$ cat config.mk
export PLATFORM = sky130hd
export DESIGN_NAME = fixed_mul_arbiter
export DESIGN_NICKNAME = d
export VERILOG_FILES = /design/src/rtl/fixed_mul_arb_pkg.sv /design/src/rtl/fixed_mul_arb_tag_fifo.sv /design/src/rtl/fixed_mul_arbiter.sv
export SDC_FILE = /design/constraint.sdc
export NUM_CORES = 1
export LEC_CHECK = 0
export CAP_MARGIN = 10
export CORE_AREA = 3 3 193 195
export DETAILED_ROUTE_END_ITERATION = 6
export DIE_AREA = 0 0 196 198
export GPL_ROUTABILITY_DRIVEN = 0
export SYNTH_ARGS = -nofsm -noshare
export SYNTH_HDL_FRONTEND = slang
export SYNTH_HIERARCHICAL = 1
export SYNTH_SLANG_ARGS = --single-unit
$ cat constraint.sdc
create_clock -name clk -period 3.4 [get_ports clk]
set_input_delay 0.85 -clock clk [delete_from_list [all_inputs] [get_ports clk]]
set_output_delay 0.85 -clock clk [all_outputs]
set_load 0.005 [all_outputs]
$ cat src/rtl/fixed_mul_arb_pkg.sv
// Shared widths and elaboration-time helpers for the fixed-point multiplier arbiter.
package fixed_mul_arb_pkg;

  localparam int OPERAND_W = 64;
  localparam int RESULT_W  = 32;

  // Index width for a value range of 0..value-1, never narrower than one bit.
  function automatic int clog2(input int value);
    int r;
    r = 1;
    for (int i = 1; i < 31; i++) begin
      if ((1 << i) < value) r = i + 1;
    end
    return r;
  endfunction

  // The tag count must represent 0..depth inclusive.
  function automatic int tag_count_width(input int depth);
    return clog2(depth + 1);
  endfunction

endpackage

$ cat src/rtl/fixed_mul_arb_tag_fifo.sv
// Synchronous FIFO of requester indices.
// Records which requester owns each in-flight multiply, in issue order.
module fixed_mul_arb_tag_fifo
  import fixed_mul_arb_pkg::*;
#(
  parameter int DEPTH = 4,
  parameter int IDX_W = 2,
  parameter int CNT_W = tag_count_width(DEPTH)
) (
  input  logic             clk,
  input  logic             srst,
  input  logic             push,
  input  logic [IDX_W-1:0] push_idx,
  input  logic             pop,
  output logic [IDX_W-1:0] head,
  output logic [CNT_W-1:0] count
);

  localparam int PTR_W = clog2(DEPTH);

  logic [IDX_W-1:0] mem [DEPTH];
  logic [PTR_W-1:0] wr_ptr_q;
  logic [PTR_W-1:0] rd_ptr_q;
  logic [CNT_W-1:0] count_q;
  logic             do_push;
  logic             do_pop;

  // DEPTH is a power of two, so the pointers wrap naturally.
  assign do_push = push & (count_q != CNT_W'(DEPTH));
  assign do_pop  = pop & (count_q != '0);

  always_ff @(posedge clk) begin
    if (srst) begin
      wr_ptr_q <= '0;
      rd_ptr_q <= '0;
      count_q  <= '0;
    end else begin
      if (do_push) wr_ptr_q <= wr_ptr_q + PTR_W'(1);
      if (do_pop)  rd_ptr_q <= rd_ptr_q + PTR_W'(1);
      if (do_push && !do_pop)      count_q <= count_q + CNT_W'(1);
      else if (!do_push && do_pop) count_q <= count_q - CNT_W'(1);
    end
  end

  always_ff @(posedge clk) begin
    if (do_push) mem[wr_ptr_q] <= push_idx;
  end

  assign head  = mem[rd_ptr_q];
  assign count = count_q;

endmodule

$ cat src/rtl/fixed_mul_arbiter.sv
// Shares one pipelined 26.6 fixed-point multiplier between NUM_REQ requesters.
// Define FIXED_MUL_ARB_FIXED_PRIO_EN for lowest-index-wins priority instead of round-robin.
module fixed_mul_arbiter
  import fixed_mul_arb_pkg::*;
#(
  parameter int NUM_REQ   = 4,
  parameter int TAG_DEPTH = 4
) (
  input  logic                          clk,
  input  logic                          srst,
  input  logic [NUM_REQ-1:0]            reqReady,
  input  logic [OPERAND_W*NUM_REQ-1:0]  reqData,
  output logic [NUM_REQ-1:0]            reqStop,
  output logic [NUM_REQ-1:0]            rspReady,
  output logic [RESULT_W*NUM_REQ-1:0]   rspData,
  input  logic [NUM_REQ-1:0]            rspStop,
  output logic                          mulOperandsReady,
  output logic [OPERAND_W-1:0]          mulOperandsData,
  input  logic                          mulOperandsStop,
  input  logic                          mulResultReady,
  input  logic [RESULT_W-1:0]           mulResultData,
  output logic                          mulResultStop
);

  localparam int IDX_W = clog2(NUM_REQ);
  localparam int CNT_W = tag_count_width(TAG_DEPTH);

  logic                 issue_valid_q;
  logic [OPERAND_W-1:0] issue_data_q;
  logic                 can_load;
  logic                 found;
  logic                 grant;
  logic                 pop;
  logic [IDX_W-1:0]     winner;
  logic [IDX_W-1:0]     head;
  logic [CNT_W-1:0]     tag_count;
  logic [OPERAND_W-1:0] win_data;

  assign can_load = ~issue_valid_q | ~mulOperandsStop;

`ifdef FIXED_MUL_ARB_FIXED_PRIO_EN
  always_comb begin
    winner = '0;
    found  = 1'b0;
    for (int k = 0; k < NUM_REQ; k++) begin
      if (!found && reqReady[k]) begin
        winner = IDX_W'(k);
        found  = 1'b1;
      end
    end
  end
`else
  logic [IDX_W-1:0] rr_ptr_q;
  logic [IDX_W:0]   cand;

  // Search starts at the pointer and wraps modulo NUM_REQ (need not be a power of two).
  always_comb begin
    winner = '0;
    found  = 1'b0;
    cand   = '0;
    for (int k = 0; k < NUM_REQ; k++) begin
      cand = {1'b0, rr_ptr_q} + (IDX_W+1)'(k);
      if (cand >= (IDX_W+1)'(NUM_REQ)) cand = cand - (IDX_W+1)'(NUM_REQ);
      if (!found && reqReady[cand[IDX_W-1:0]]) begin
        winner = cand[IDX_W-1:0];
        found  = 1'b1;
      end
    end
  end

  always_ff @(posedge clk) begin
    if (srst)
      rr_ptr_q <= '0;
    else if (grant)
      rr_ptr_q <= (winner == IDX_W'(NUM_REQ - 1)) ? '0 : winner + IDX_W'(1);
  end
`endif

  assign grant = found & can_load & (tag_count < CNT_W'(TAG_DEPTH)) & ~srst;

  always_comb begin
    reqStop  = '1;
    win_data = '0;
    if (grant) reqStop[winner] = 1'b0;
    for (int k = 0; k < NUM_REQ; k++) begin
      if (winner == IDX_W'(k)) win_data = reqData[OPERAND_W*k +: OPERAND_W];
    end
  end

  always_ff @(posedge clk) begin
    if (srst)
      issue_valid_q <= 1'b0;
    else if (can_load)
      issue_valid_q <= grant;
  end

  always_ff @(posedge clk) begin
    if (grant) issue_data_q <= win_data;
  end

  assign mulOperandsReady = issue_valid_q;
  assign mulOperandsData  = issue_data_q;

  // A result with no recorded owner, or arriving during reset, is held and never routed.
  assign mulResultStop = srst | (tag_count == '0) | rspStop[head];
  assign pop           = mulResultReady & ~mulResultStop;

  always_comb begin
    rspReady = '0;
    if (mulResultReady && (tag_count != '0) && !srst) rspReady[head] = 1'b1;
  end

  assign rspData = {NUM_REQ{mulResultData}};

  fixed_mul_arb_tag_fifo #(
    .DEPTH (TAG_DEPTH),
    .IDX_W (IDX_W),
    .CNT_W (CNT_W)
  ) u_tag_fifo (
    .clk      (clk),
    .srst     (srst),
    .push     (grant),
    .push_idx (winner),
    .pop      (pop),
    .head     (head),
    .count    (tag_count)
  );

endmodule

==> results of run 1 <==
==> worst reg2reg max path: cells and delay by family, from the launching register on <==
| kind | cells | cell delay (ns) |
|---|---|---|
| muxes | 2 | 0.94 |
| and+or+nand+nor | 2 | 0.37 |
| buffers and inverters | 1 | 0.06 |
| DFF | 1 | 0.37 |
| AOI/OAI and AO/OA | 2 | 0.22 |
| xor gates and xnor gates | 1 | 0.15 |
| adders and majority gates | 2 | 0.61 |
==> logic make-up (layout without fill, tap and decap cells) <==
logic type | count (synthesis) | in the layout | synth area share
AND/OR/NAND/NOR | 165 | 165 | 0.124
multiplexers | 6 | 6 | 0.0147
XOR/XNOR | 4 | 4 | 0.00522
AO/OA/AOI/OAI | 149 | 149 | 0.279
buffers and inverters | 181 | 415 | 0.199
flip-flops | 84 | 84 | 0.358
adder cells (fa/ha/maj) | 10 | 10 | 0.0198
==> timing repair <==
action	in CTS	in global routing
endpoints found under the hold margin	0	0
setup endpoints to repair	4	4
pin swaps	4	2
setup buffers	4	4
resized for setup	12	10
==> layer usage <==
metal / GRT usage / up-vias / wire length (µm)
li1: - / 2543 / -
met3: 0.0403 / 35 / 2280
met4: 0.0459 / 2 / 578
met5: 0 / - / 10
met2: 0.234 / 325 / 13700
met1: 0.137 / 2565 / 9800
==> per-stage QoR <==
step / power (mW) / std cells / hold slack, ns / setup WS (ns)
after detailed placement: 5.08 / 1270 / 0.484 / -0.275
final: 6.06 / 1294 / 0.489 / 0.0973
after floorplan: 3.74 / 599 / 0.471 / 0.0620
after global routing: 6.46 / 1294 / 0.543 / -0.00891
after CTS: 6.16 / 1290 / 0.494 / -0.0460
after global placement: 5.05 / 1270 / 0.466 / -0.232
==> state kept, by name, summed over array words and instances (netlist names), named ones only <==
name and flops:
mulOperandsData 64, u_tag_fifo/mem 8, u_tag_fifo/count 3, rr_ptr_q 2
u_tag_fifo/rd_ptr_q 2, u_tag_fifo/wr_ptr_q 2, mulOperandsReady 1
==> cell usage in the layout, fill, tap and decap left out, types with 10 or more instances in the layout <==
master,synthesis,layout
a221oi_2,60,60
clkbuf_16,0,10
nand2_1,70,70
buf_4,128,41
clkdlybuf4s50_1,0,334
o31ai_2,61,61
nor2_1,10,10
dfxtp_1,12,12
nor2b_1,65,64
edfxtp_1,72,72
==> power by group <==
| part | leakage [nW] | switching, mW | internal, mW |
|---|---|---|---|
| sequential | 0.792 | 0.150 | 1.62 |
| clock | 0.146 | 0.466 | 0.542 |
| combinational | 2.58 | 1.50 | 1.79 |
| total | 3.52 | 2.11 | 3.95 |
==> worst max-delay path by stage <==
stage | from | endpoint | slack, ns
2_1_floorplan | mulOperandsStop | u_tag_fifo/count[2] | 0.06
3_3_place_gp | reqReady[0] | reqStop[0] | -0.23
3_5_place_dp | reqReady[0] | reqStop[3] | -0.27
4_1_cts | reqReady[2] | reqStop[3] | -0.05
5_1_grt | srst | rspReady[2] | -0.009
6_report | reqReady[1] | reqStop[0] | 0.1
==> final cells by class <==
type / instances / area share
Clock buffer: 11 / 0.0248
Timing Repair Buffer: 389 / 0.377
Multi-Input combinational cell: 334 / 0.301
Inverter: 10 / 0.00391
Clock inverter: 5 / 0.00317
Tap cell: 461 / 0.0563
Sequential cell: 84 / 0.234
==> metrics, run 1 <==
status=finished, final reports clean; core area=35600 µm²; Post-synth top cells=buf_4 (128), edfxtp_1 (72), nand2_1 (70); final count of hold timing violations=0; TritonRoute pass-1 iters=4; CTS Sinks=84; Synth area leader=edfxtp_1; Worst R2R End=u_tag_fifo/count[2]; vias per cell=4.23; peak per-stage delay on the critical path=0.49 ns; reported max-cap violation count=0; worst vdd ir=0.265 mV; top post-synthesis cells by area=edfxtp_1 (32%), buf_4 (14%), a221oi_2 (13%); pin count of the biggest net entering global routing=100; root buffer cell=clkbuf_16; area occupied by multi-input gates=a little over 3000 µm²; Final setup viols=0; Yosys top cell area share=0.322; CP endpoint kind=output pin; # IOs=~500; die width=between 150 and 200 µm; count of nets after finishing=1138; Seq. cell area=2400 µm²; Fmax=303 MHz; post-synthesis sequential area ratio=0.358; hpwl dp=20.7 mm; synth warn=6; ratio of cells with drive above 1 in the final layout=0.246; TritonCTS Buffers=9; Final period util=0.971; hold depth=2; Max Clock Skew=roughly 0.013 ns; Final Max Tran Viols=0; leak pwr=3.52 nW; R2R cell count=10; hold path startpoint=mulOperandsReady; Total Routing Usage GR=0.127; vias in the first global route=approximately 5700; crit-path max FO=4; Slew @ Worst Pin=0.684 ns; CP Depth=7; CTS Hold Buffers Added=0; GRT overflow=0; CP startpoint kind=primary input; relative slew slack=0.544; Power Density=592 nW/µm²; Post-synth ARST share=0; min Tclk post-route=3.30 ns; Post-Place Cell Area=9830 µm²; HP Class=flop to flop; Vias=approximately 5500; CP Class=primary input to output pin; final WL=26.3 mm; R2R Setup Slk=between 0.6 and 0.7 ns; first-pass GRT wire length=36.8 mm; CTS tree=done; cell family with most CP delay=buffers and inverters; post-synth cell types=45; unrepaired setup endpoints after global routing=yes; CP bufs+invs=2; IO Port Bufs=341; H-Tree Depth=3; die area=38800 µm²; initial antenna violation count=1; n_diodes=0; CTS Buffer Depth=2; Fill cells=3703; top_reg_cell synth=edfxtp_1; number of synthesized flops with an enable pin=72; synthesized instance count=599; Worst-Skew Late Latency=0.37 ns; drt wl/cell=20.4 µm; Util after Layout=0.288; final antenna-violating net count=0; most frequent cell after synthesis=buf_4; clock transition at the registers of the reported paths=0.06 ns; Finished Cell Area=10200 µm²; TNS Setup=0 ns; WP data arrival=approximately 2.5 ns; syn avg cell area=11.2 µm²; initial drt markers=172; Critical Path, Cell by Cell=dlygate4sd2_1, a21o_1, a21oi_4, o22ai_2, ha_2, nand2_1, clkdlybuf4s50_1; post-synthesis net count=909; worst endpoint required time=2.55 ns; slowest CP cell=clkdlybuf4s50_1; Yosys reg bits=84; Rows=69; hold endpoint=mulOperandsReady; drc violations=0; Area Growth Syn to Fin=52.6%; Initial Util=0.189; Post-Syn Area=between 6000 and 7000 µm²; height of the die=approximately 200 µm
Note: power is estimated with default switching activity, not from simulation.
==> run 2, diff against run 1 <==
- CORE_AREA: 3 3 193 195 -> 2 2 192 194
- DIE_AREA: 0 0 196 198 -> 0 0 194 196
==> run 2 against run 1 <==
Critical path depth did not move; global-route usage fell by 0.068 points; sequential cell count did not move; non-clock buffer count did not move; utilization fell by 0.51 points; final cell count rose by 0.54%; sequential power barely moved; largest power group unchanged.
==> metrics, run 2 (synthesized netlist as in run 1, its figures left out) <==
cell family with most CP delay=buffers and inverters; clock transition at the registers of the reported paths=0.06 ns; status=finished, final reports clean; Fmax=around 300 MHz; min Tclk post-route=3.29 ns; unrepaired setup endpoints after global routing=no; HP Class=flop to flop; Power Total=roughly 6 mW; TritonRoute pass-1 iters=4; Slew @ Worst Pin=0.703 ns; worst endpoint required time=approximately 2.6 ns; hold depth=2; drt wl/cell=between 15 and 20 µm; GRT overflow=0; R2R Setup Slk=0.54 ns; Fill cells=between 3000 and 4000; reported max-cap violation count=0; slowest CP cell=clkdlybuf4s50_1; final cell count without fillers=between 1000 and 1500; final count of hold timing violations=0; n_diodes=0; initial antenna violation count=0; worst vdd ir=~0.3 mV; hold path startpoint=mulOperandsReady; Vias=approximately 5400; Initial Util=0.186; first-pass GRT wire length=roughly 36 mm; peak per-stage delay on the critical path=0.49 ns; Power Density=slightly below 600 nW/µm²; vias per cell=4.16; # IOs=502; ratio of cells with drive above 1 in the final layout=0.244; drc violations=0; CP startpoint kind=primary input; crit-path max FO=4; Worst-Skew Late Latency=0.35 ns; Final Max Tran Viols=0; most common cell after layout, fill and taps aside=clkdlybuf4s50_1; IO Port Bufs=341; max reg flops=64; height of the die=around 200 µm; Max Clock Skew=0.0140 ns; R2R cell count=10; CP bufs+invs=2; root buffer cell=clkbuf_16; die width=194 µm; hpwl dp=19.7 mm; die area=38000 µm²; final antenna-violating net count=0; placed insts=1282; Area Growth Syn to Fin=52.1%; WP data arrival=2.44 ns; Final period util=0.966; pin count of the biggest net entering global routing=85; count of nets after finishing=1138; relative slew slack=0.531; CP endpoint kind=output pin; vias in the first global route=5618; H-Tree Depth=3; CTS Sinks=84; Critical Path, Cell by Cell=dlygate4sd2_1, nor2b_1, nor2_1, o22a_2, ha_4, nand2_1, clkdlybuf4s50_1; CP Class=primary input to output pin; leak pwr=3.50 nW; CP startpoint=reqReady[0]; TritonCTS Buffers=9; core area=36100 µm²; Total Routing Usage GR=0.127; CTS tree=done; Final setup viols=0; hold endpoint=mulOperandsReady; CTS Buffer Depth=2; initial drt markers=155; final WL=25.2 mm; Rows=70; most frequent cells in the layout=clkdlybuf4s50_1 (336), edfxtp_1 (72), nand2_1 (70); Worst R2R End=u_tag_fifo/count[2]
==> run 2: routing by layer <==
layer  global-route usage  vias to the layer above  share of wire
li1                     -                     2533              -
met1                0.138                     2512           0.37
met2                0.230                      328           0.52
met3               0.0394                       35          0.083
met4               0.0480                        0          0.026
met5                    0                        -              0
==> run 2: worst max-delay path by stage <==
stage / slack (ns) / endpoint / cells past startpoint
floorplan: 0.06 / u_tag_fifo/count[2] / 10
global placement: -0.28 / mulOperandsData[0] / 10
detailed placement: -0.34 / mulOperandsData[0] / 10
CTS: 0.06 / mulResultStop / 4
global route: 0.005 / rspReady[2] / 6
finish: 0.11 / reqStop[2] / 7
==> run 2: cell type report <==
| class | count | area [µm²] | share of cell area |
|---|---|---|---|
| timing repair buffer | 389 | 3850 | 0.377 |
| sequential | 84 | 2400 | 0.235 |
| inverter | 10 | 40.0 | 0.00392 |
| clock inverter | 5 | 32.5 | 0.00319 |
| clock buffer | 11 | 253 | 0.0247 |
| multi-input combinational | 334 | 3050 | 0.298 |
| tap | 468 | 586 | 0.0573 |
==> run 2: what timing repair did <==
| item | in CTS | in global routing |
|---|---|---|
| hold buffers | 0 | 0 |
| resized for setup | 12 | 1 |
| buffers inserted | 3 | 0 |
| endpoints found under the hold margin | 0 | 0 |
| pin swaps | 4 | 0 |
| endpoints found under the setup margin | 4 | 1 |
==> run 2: worst register-to-register path, cell delays in order, from the launching register on <==
cell and delay, ns:
dfxtp_1 0.38, mux4_2 0.57, mux4_2 0.38, nor2_1 0.06
o31ai_2 0.09, ha_1 0.25, inv_1 0.06, fa_1 0.37
xor2_1 0.16, or3_1 0.30, a21oi_1 0.17
==> run 2: power breakdown <==
part           switching [mW]  internal, mW  leakage, nW
registers               0.130          1.62        0.792
clock network           0.461         0.538        0.147
logic                    1.50          1.78         2.56
==> run 2: per-stage QoR <==
step	setup WS (ns)	TNS, ns	util	hold slack [ns]	cell area [µm²]
after floorplan	0.0620	0	-	0.471	6720
after global placement	-0.275	-11.44	0.274	0.469	9880
after detailed placement	-0.337	-14.92	0.274	0.479	9880
after CTS	0.0631	0	0.283	0.492	10200
after global routing	0.00451	0	0.283	0.528	10200
final	0.114	0	0.283	0.499	10200
